==> src/rtl/multicrack_ctrl.sv <==
`default_nettype none
// ============================================================================
// Module   : multicrack_ctrl
// Brief    : N-engine ARC4 key-search coordinator: broadcast ciphertext copy,
//            common engine start, lowest-index winner select and abort.
// Revision : 1.0 - initial release
// ============================================================================
module multicrack_ctrl #(
    parameter  int N_ENG = 2,
    parameter  int KEY_W = 24,
    parameter  int AW    = 8,
    parameter  int DW    = 8,
    localparam int IDX_W = (N_ENG > 1) ? $clog2(N_ENG) : 1
) (
    input  logic                   clk,
    input  logic                   rst,
    input  logic                   en,
    output logic                   rdy,
    output logic [KEY_W-1:0]       key,
    output logic                   key_valid,
    output logic [IDX_W-1:0]       found_idx,
    output logic [AW-1:0]          ct_addr,
    input  logic [DW-1:0]          ct_rddata,
    output logic                   bc_wren,
    output logic [AW-1:0]          bc_addr,
    output logic [DW-1:0]          bc_wrdata,
    output logic [N_ENG-1:0]       eng_start,
    output logic                   eng_stop,
    input  logic [N_ENG-1:0]       eng_done,
    input  logic [N_ENG-1:0]       eng_key_valid,
    input  logic [N_ENG*KEY_W-1:0] eng_key
);

    typedef enum logic [2:0] {
        S_IDLE  = 3'd0,
        S_RDLEN = 3'd1,
        S_COPY  = 3'd2,
        S_START = 3'd3,
        S_RUN   = 3'd4,
        S_STOP  = 3'd5
    } state_t;

    localparam logic [N_ENG-1:0] c_all_ones = '1;

    state_t             r_state;
    state_t             w_state_next;
    logic [AW-1:0]      r_len;
    logic [AW-1:0]      r_wr_addr;
    logic [AW-1:0]      r_ct_addr;
    logic [AW-1:0]      w_rd_len;
    logic [AW-1:0]      w_len;
    logic               w_last_wr;
    logic [N_ENG-1:0]   r_done_seen;
    logic [N_ENG-1:0]   w_done_acc;
    logic               w_hit;
    logic [IDX_W-1:0]   w_hit_idx;
    logic [KEY_W-1:0]   w_hit_key;
    logic [KEY_W-1:0]   r_key;
    logic               r_key_valid;
    logic [IDX_W-1:0]   r_found_idx;

    // The length byte is DW wide but bounds an AW-wide address range.
    generate
        if (DW >= AW) begin : g_len_trunc
            assign w_rd_len = ct_rddata[AW-1:0];
        end else begin : g_len_ext
            assign w_rd_len = {{(AW-DW){1'b0}}, ct_rddata};
        end
    endgenerate

    // The first COPY cycle sees the length byte live on ct_rddata.
    assign w_len      = (r_wr_addr == '0) ? w_rd_len : r_len;
    assign w_last_wr  = (r_wr_addr == w_len);
    assign w_done_acc = r_done_seen | eng_done;

    // Descending scan so the lowest qualifying index is the one left standing.
    always_comb begin
        w_hit     = 1'b0;
        w_hit_idx = '0;
        w_hit_key = '0;
        for (int i = N_ENG - 1; i >= 0; i--) begin
            if (eng_done[i] && eng_key_valid[i]) begin
                w_hit     = 1'b1;
                w_hit_idx = IDX_W'(i);
                w_hit_key = eng_key[i*KEY_W +: KEY_W];
            end
        end
    end

    always_ff @(posedge clk) begin
        if (rst) begin
            r_state <= S_IDLE;
        end else begin
            r_state <= w_state_next;
        end
    end

    always_comb begin
        w_state_next = r_state;
        rdy          = 1'b0;
        bc_wren      = 1'b0;
        bc_wrdata    = '0;
        eng_start    = '0;
        eng_stop     = 1'b0;
        case (r_state)
            S_IDLE: begin
                rdy = 1'b1;
                if (en) begin
                    w_state_next = S_RDLEN;
                end
            end
            S_RDLEN: begin
                w_state_next = S_COPY;
            end
            S_COPY: begin
                bc_wren   = 1'b1;
                bc_wrdata = ct_rddata;
                if (w_last_wr) begin
                    w_state_next = S_START;
                end
            end
            S_START: begin
                eng_start    = c_all_ones;
                w_state_next = S_RUN;
            end
            S_RUN: begin
                if (w_hit) begin
                    w_state_next = S_STOP;
                end else if (w_done_acc == c_all_ones) begin
                    w_state_next = S_IDLE;
                end
            end
            S_STOP: begin
                eng_stop     = 1'b1;
                w_state_next = S_IDLE;
            end
            default: begin
                w_state_next = S_IDLE;
            end
        endcase
    end

    always_ff @(posedge clk) begin
        if (rst) begin
            r_len       <= '0;
            r_wr_addr   <= '0;
            r_ct_addr   <= '0;
            r_done_seen <= '0;
            r_key       <= '0;
            r_key_valid <= 1'b0;
            r_found_idx <= '0;
        end else begin
            case (r_state)
                S_IDLE: begin
                    if (en) begin
                        r_key       <= '0;
                        r_key_valid <= 1'b0;
                        r_found_idx <= '0;
                        r_ct_addr   <= '0;
                        r_wr_addr   <= '0;
                    end
                end
                S_RDLEN: begin
                    r_ct_addr <= AW'(1);
                end
                S_COPY: begin
                    if (r_wr_addr == '0) begin
                        r_len <= w_rd_len;
                    end
                    if (!w_last_wr) begin
                        r_wr_addr <= r_wr_addr + AW'(1);
                    end
                    // Read address saturates at L so it never wraps.
                    if (r_ct_addr < w_len) begin
                        r_ct_addr <= r_ct_addr + AW'(1);
                    end
                end
                S_START: begin
                    r_done_seen <= '0;
                end
                S_RUN: begin
                    r_done_seen <= w_done_acc;
                    if (w_hit) begin
                        r_key       <= w_hit_key;
                        r_key_valid <= 1'b1;
                        r_found_idx <= w_hit_idx;
                    end
                end
                default: begin
                end
            endcase
        end
    end

    assign ct_addr   = r_ct_addr;
    assign bc_addr   = r_wr_addr;
    assign key       = r_key;
    assign key_valid = r_key_valid;
    assign found_idx = r_found_idx;

endmodule
`default_nettype wire

==> config.mk <==
export PLATFORM = sky130hd
export DESIGN_NAME = multicrack_ctrl
export DESIGN_NICKNAME = d
export VERILOG_FILES = /design/src/rtl/multicrack_ctrl.sv
export SDC_FILE = /design/constraint.sdc
export NUM_CORES = 1
export LEC_CHECK = 0
export CELL_PAD_IN_SITES_DETAIL_PLACEMENT = 2
export CELL_PAD_IN_SITES_GLOBAL_PLACEMENT = 2
export CORE_MARGIN = 2
export CORE_UTILIZATION = 22
export CTS_CLUSTER_DIAMETER = 150
export DETAILED_ROUTE_END_ITERATION = 12
export GPL_ROUTABILITY_DRIVEN = 0
export PLACE_DENSITY_LB_ADDON = 0.08
export REMOVE_ABC_BUFFERS = 1
export SLEW_MARGIN = 20
export SYNTH_ARGS = -nofsm -noshare
export SYNTH_HDL_FRONTEND = slang
export SYNTH_SLANG_ARGS = --single-unit
==> constraint.sdc <==
create_clock -name clk -period 3.1 [get_ports clk]
set_input_delay 0.775 -clock clk [delete_from_list [all_inputs] [get_ports clk]]
set_output_delay 0.775 -clock clk [all_outputs]
set_load 0.02 [all_outputs]
Word level (Yosys, flattened, before mapping) --
Cells that the tools add are included.
Storage, ports and cells: bits in registers 55, bits of input ports 63, word-level logic and storage cells 67
Operators by class: add/subtract/negate cells 2, $lt $le $gt $ge 1, equality and inequality tests 13, multiplexer cells 30, bitwise operators 1, reductions and logical operators 12
Operator list (number):
- 24-bit two-way mux | 4
- 24-bit case mux with 2 select lines | 1
- 8-bit two-way mux | 5
- 8-bit case mux with 3 select lines | 1
- 8-bit by 1-bit adder with 8-bit output (second input constant) | 2
- 8-bit case mux with 2 select lines | 1
- 3-bit case mux with 5 select lines | 1
- 3-bit two-way mux | 4
- 3-bit AND reduction | 4
- 2-bit inequality test (second input constant) | 5
- 1-bit two-way mux | 9
- 8-bit equality test | 1
- 8-bit logical NOT | 1
- 8-bit < comparator | 1
- 3-bit by 2-bit equality test with 1-bit output (second input constant) | 2
- 3-bit equality test (second input constant) | 2
- 2-bit nonzero test | 3
- 1-bit case mux with 2 select lines | 2
- 2-bit case mux with 2 select lines | 1
- 3-bit by 1-bit equality test with 1-bit output (second input constant) | 1
- 3-bit logical NOT | 1
- 3-bit inequality test (second input constant) | 1
- 3-bit nonzero test | 1
- 2-bit equality test (second input constant) | 1
- 3 further kinds | 4

Logic depth before layout (Yosys ltp) --
word-level depth 5, gate-level depth with buffers 16

Worst setup path before layout --
Ideal clock, no wire load.
kind register to register, start register r_wr_addr[3] (netlist: bc_addr[3]), end register r_ct_addr[1] (netlist: ct_addr[1]), setup time 70 ps, arrival 3412 ps, data required time 3030 ps, path slack -383 ps, stages on the path, launching flop included 15, clock period less this slack 3483 ps, path through dfxtp_1 -> buf_6 -> or4_4 -> nor3_4 -> clkbuf_1 -> nor2_1 -> a21oi_1 -> ha_1 -> and4_1 -> a211oi_1 -> o21ai_0 -> a21oi_1 -> o2111ai_2 -> or2_0 -> a21oi_1
On the way: cells in the longest elaborated chain, start to end 5
RTL lines:
- start, declared | line 48 | logic [AW-1:0] r_wr_addr;
- start signal, assigned | line 171 | r_wr_addr <= r_wr_addr + AW'(1);
- 8-bit logical NOT | line 72 | assign w_len = (r_wr_addr == '0) ? w_rd_len : r_len;
- 8-bit two-way mux
- 8-bit < comparator | line 174 | if (r_ct_addr < w_len) begin
- 2-bit inequality test (no line)
- 3-bit AND reduction (no line)
- end signal, assigned | line 175 | r_ct_addr <= r_ct_addr + AW'(1);
- end, declared | line 49 | logic [AW-1:0] r_ct_addr;
No other way between the ends. A chain may end at the register's enable or synchronous reset.

Worst setup path in the final report --
start register r_wr_addr[5] (netlist: bc_addr[5]), end register r_ct_addr[4] (netlist: ct_addr[4])
Same word-level chain as after synthesis.

==> impl_results.md <==
* Syn avg cell area at 8.14 sq um
* Critical path launch point type: flip-flop
* Worst-Skew Late Latency at 0.30 ns
* Crit-path max FO at 6
* Mapped Cells at 375
* Sequential area share after synthesis at 36.1%
* Vias in the first global route at 3551
* Hold Crit Class: flip-flop to flip-flop
* R2R Setup Slk at 0.08 ns
* CTS tree: built
* Worst path cell trace: or4_4 -> nor3_4 -> buf_12 -> buf_8 -> a21oi_4 -> ha_1 -> and4_4 -> a211oi_4 -> o21ai_2 -> a21oi_2 -> o2111ai_2 -> buf_6 -> o21ai_1 -> o31ai_1
* Final wirelength at 11600 microns
* Kind of critical path: flip-flop to flip-flop
* Outcome: complete, no violations
* EDFF count, synth at 0
* WL/cell at 16.9 microns
* GR Util All Layers at 15.8%
* H-tree levels at 2
* Die ar. at 14800 sq um
* Clock Path Buffers at 2
* Non-filler instance count after layout at 688
* Area Growth Syn to Fin at 61.8%
* Synth Flop Type: dfxtp_1
* PortBufs at 117
* Largest net degree at the start of global routing at 46
* Antenna Cells at 0
* Placed Cells at 676
* PwrDens at 377 nW/um^2
* CP arrival at 3.21 ns
* Root buf cell: clkbuf_16
* Final nets at 580
* Setup tns final at 0 ns
* Reg clk slew, reported paths at 0.07 ns
* Synth warnings at 0
* Final ANT Viol Nets at 0
* # DRC at 0
* Min Tclk post-route at 3.02 ns
* Site Rows at 43
* Drt first pass iters at 4
* Most frequent cells in the layout: clkdlybuf4s50_1 (117), dfxtp_1 (54), nor2_1 (48)
* CP peak stage delay at 0.57 ns
* Vias at 3342
* Share of cells above drive strength 1 at 14.8%
* CTS Sinks at 55
* Crit path to: ct_addr[4]$_SDFFE_PP0P_
* GR Overflow Total at 0
* Post-DP HPWL at 8600 microns
* Vias per cell at 4.86
* Period utilization at 97.5%
* Max Freq at 331 MHz
* Final Max Tran Viols at 0
* Flip-flop and latch count after synthesis at 55
* Leakage at 1.75 nW
* First-pass GRT wire length at 18500 microns
* Setup ws final at 0.0783 ns
* FF-to-FF End: ct_addr[4]$_SDFFE_PP0P_
* Relative slew slack at 56.9%
* Finished Cell Area at 4940 sq um
* Reg2reg path depth at 14
* DRT iter0 DRCs at 86
* Synth cell types at 57
* Final Hold Viols at 0
* Critical Path RT at 3.28 ns
* Die Y at 122 microns
* Most common cell after layout, fill and taps aside: clkdlybuf4s50_1
* Cell area after synthesis at 3050 sq um
* FF-to-FF Start: bc_addr[5]$_SDFFE_PP0P_
* Async SR Flop Fraction at 0%
* Setup crit end kind: flip-flop
* Worst clock skew at 0.00482 ns
* Antenna violations before repair at 0
* Unrepaired setup endpoints after global routing: yes
* Core area at 13700 sq um
* Slowest CP cell: or4_4
* Crit path launch: bc_addr[5]$_SDFFE_PP0P_
* Starting Density at 22.3%
* I/O Pins at 118
* Setup Slack @ Placement at -0.348 ns
* Max_cap viols at 0
* Post-DP Area at 4570 sq um
* Final setup viols at 0
* Die Span X at 122 microns
* Cts bufs inserted at 5
* Peak VDD IR at 0.000198 V
* Worst-Margin Slew at 0.643 ns
## sequential cells by signal, summed over array words and instances, names as in the netlist
register,cells
r_done_seen,2
found_idx,1
key,24
bc_addr,8
key_valid,1
ct_addr,8
r_len,8
r_state,3
## per-stage QoR
stage / power (W) / utilization [%] / hold slack [ns]
after floorplan: 0.000982 / - / 0.425
after global placement: 0.00124 / 33.3 / 0.435
after detailed placement: 0.00125 / 33.3 / 0.455
after CTS: 0.00186 / 34.7 / 0.464
after global routing: 0.00197 / 36.0 / 0.490
final: 0.00186 / 36.0 / 0.461
## power by group
group	switching [W]	total (W)	internal (W)
registers	0.0000264	0.000754	0.000728
logic	0.000270	0.000532	0.000262
clock network	0.000261	0.000578	0.000317
total	0.000558	0.00186	0.00131
## kinds of logic (layout without fill, tap and decap cells)
group	Yosys count	count (layout)	synth area share, %
xor+xnor	4	4	1.15
fa+ha+maj	9	9	3.69
flops	55	55	36.1
buf+inv	38	171	5.28
simple gates	141	141	24.3
compound gates	119	119	26.5
mux	9	9	2.99
## cells in the mapped netlist (2+ instances only)
cell type	n	area, sq um
nand2b_1	9	56.3
o21ai_1	6	30.0
a22oi_1	25	188
buf_6	2	22.5
a222oi_1	2	20.0
o41ai_1	2	17.5
o31ai_1	3	22.5
o21a_1	2	15.0
o311ai_2	2	32.5
and2_1	3	18.8
a211oi_1	10	75.1
clkbuf_1	17	63.8
o21ai_0	18	90.1
nor2b_1	8	50.1
nand2_1	21	78.8
nor2_1	51	191
nor3_1	8	40.0
o211ai_1	4	30.0
a31oi_1	2	12.5
buf_1	4	15.0
xnor2_1	3	26.3
nand3_1	6	30.0
nand4_1	5	31.3
inv_1	14	52.6
a21boi_1	3	22.5
ha_1	9	113
mux2i_1	8	80.1
and3_1	12	75.1
dfxtp_1	55	1100
a21oi_1	29	145
or3_1	6	37.5
## layer usage
layer  GRT usage (%)  wire length, microns  up-vias
li1                -                     -     1627
met1            18.6                  4940     1629
met2            28.1                  5770       79
met3            5.15                   794        7
met4            3.23                    99        0
met5               0                     0        -
## critical path: cells and delay by family, from the launching register on
| family | cells | cell delay, ns |
|---|---|---|
| fa+ha+maj | 1 | 0.28 |
| buf+inv | 3 | 0.44 |
| compound gates | 7 | 0.88 |
| simple gates | 3 | 1.00 |
| flops | 1 | 0.32 |
## worst min path at each step
| stage | startpoint | end | slack [ns] | cells after the start |
|---|---|---|---|---|
| 2_1_floorplan | r_len[0]$_SDFFE_PP0P_ | r_len[0]$_SDFFE_PP0P_ | 0.43 | 2 |
| 3_3_place_gp | key[18]$_SDFFE_PP0P_ | key[18]$_SDFFE_PP0P_ | 0.43 | 2 |
| 3_5_place_dp | r_len[0]$_SDFFE_PP0P_ | r_len[0]$_SDFFE_PP0P_ | 0.45 | 2 |
| 4_1_cts | r_len[0]$_SDFFE_PP0P_ | r_len[0]$_SDFFE_PP0P_ | 0.46 | 2 |
| 5_1_grt | r_len[0]$_SDFFE_PP0P_ | r_len[0]$_SDFFE_PP0P_ | 0.49 | 2 |
| 6_report | r_len[0]$_SDFFE_PP0P_ | r_len[0]$_SDFFE_PP0P_ | 0.46 | 2 |
## final cells by class
type / count / area, sq um
fill: 1585 / 8780
clock buffer: 6 / 139
timing repair buffer: 150 / 1460
multi-input combinational: 282 / 1950
tap: 180 / 225
sequential: 55 / 1100
clock inverter: 1 / 5.00
inverter: 14 / 52.6
## timing repair
action / 4_1_cts / 5_1_grt
setup buffers: 2 / 3
setup endpoints to repair: 8 / 8
hold buffers: 0 / 0
resized for setup: 7 / 30
pin swaps: 3 / 12
No activity file was read; power rests on OpenSTA's default activity.
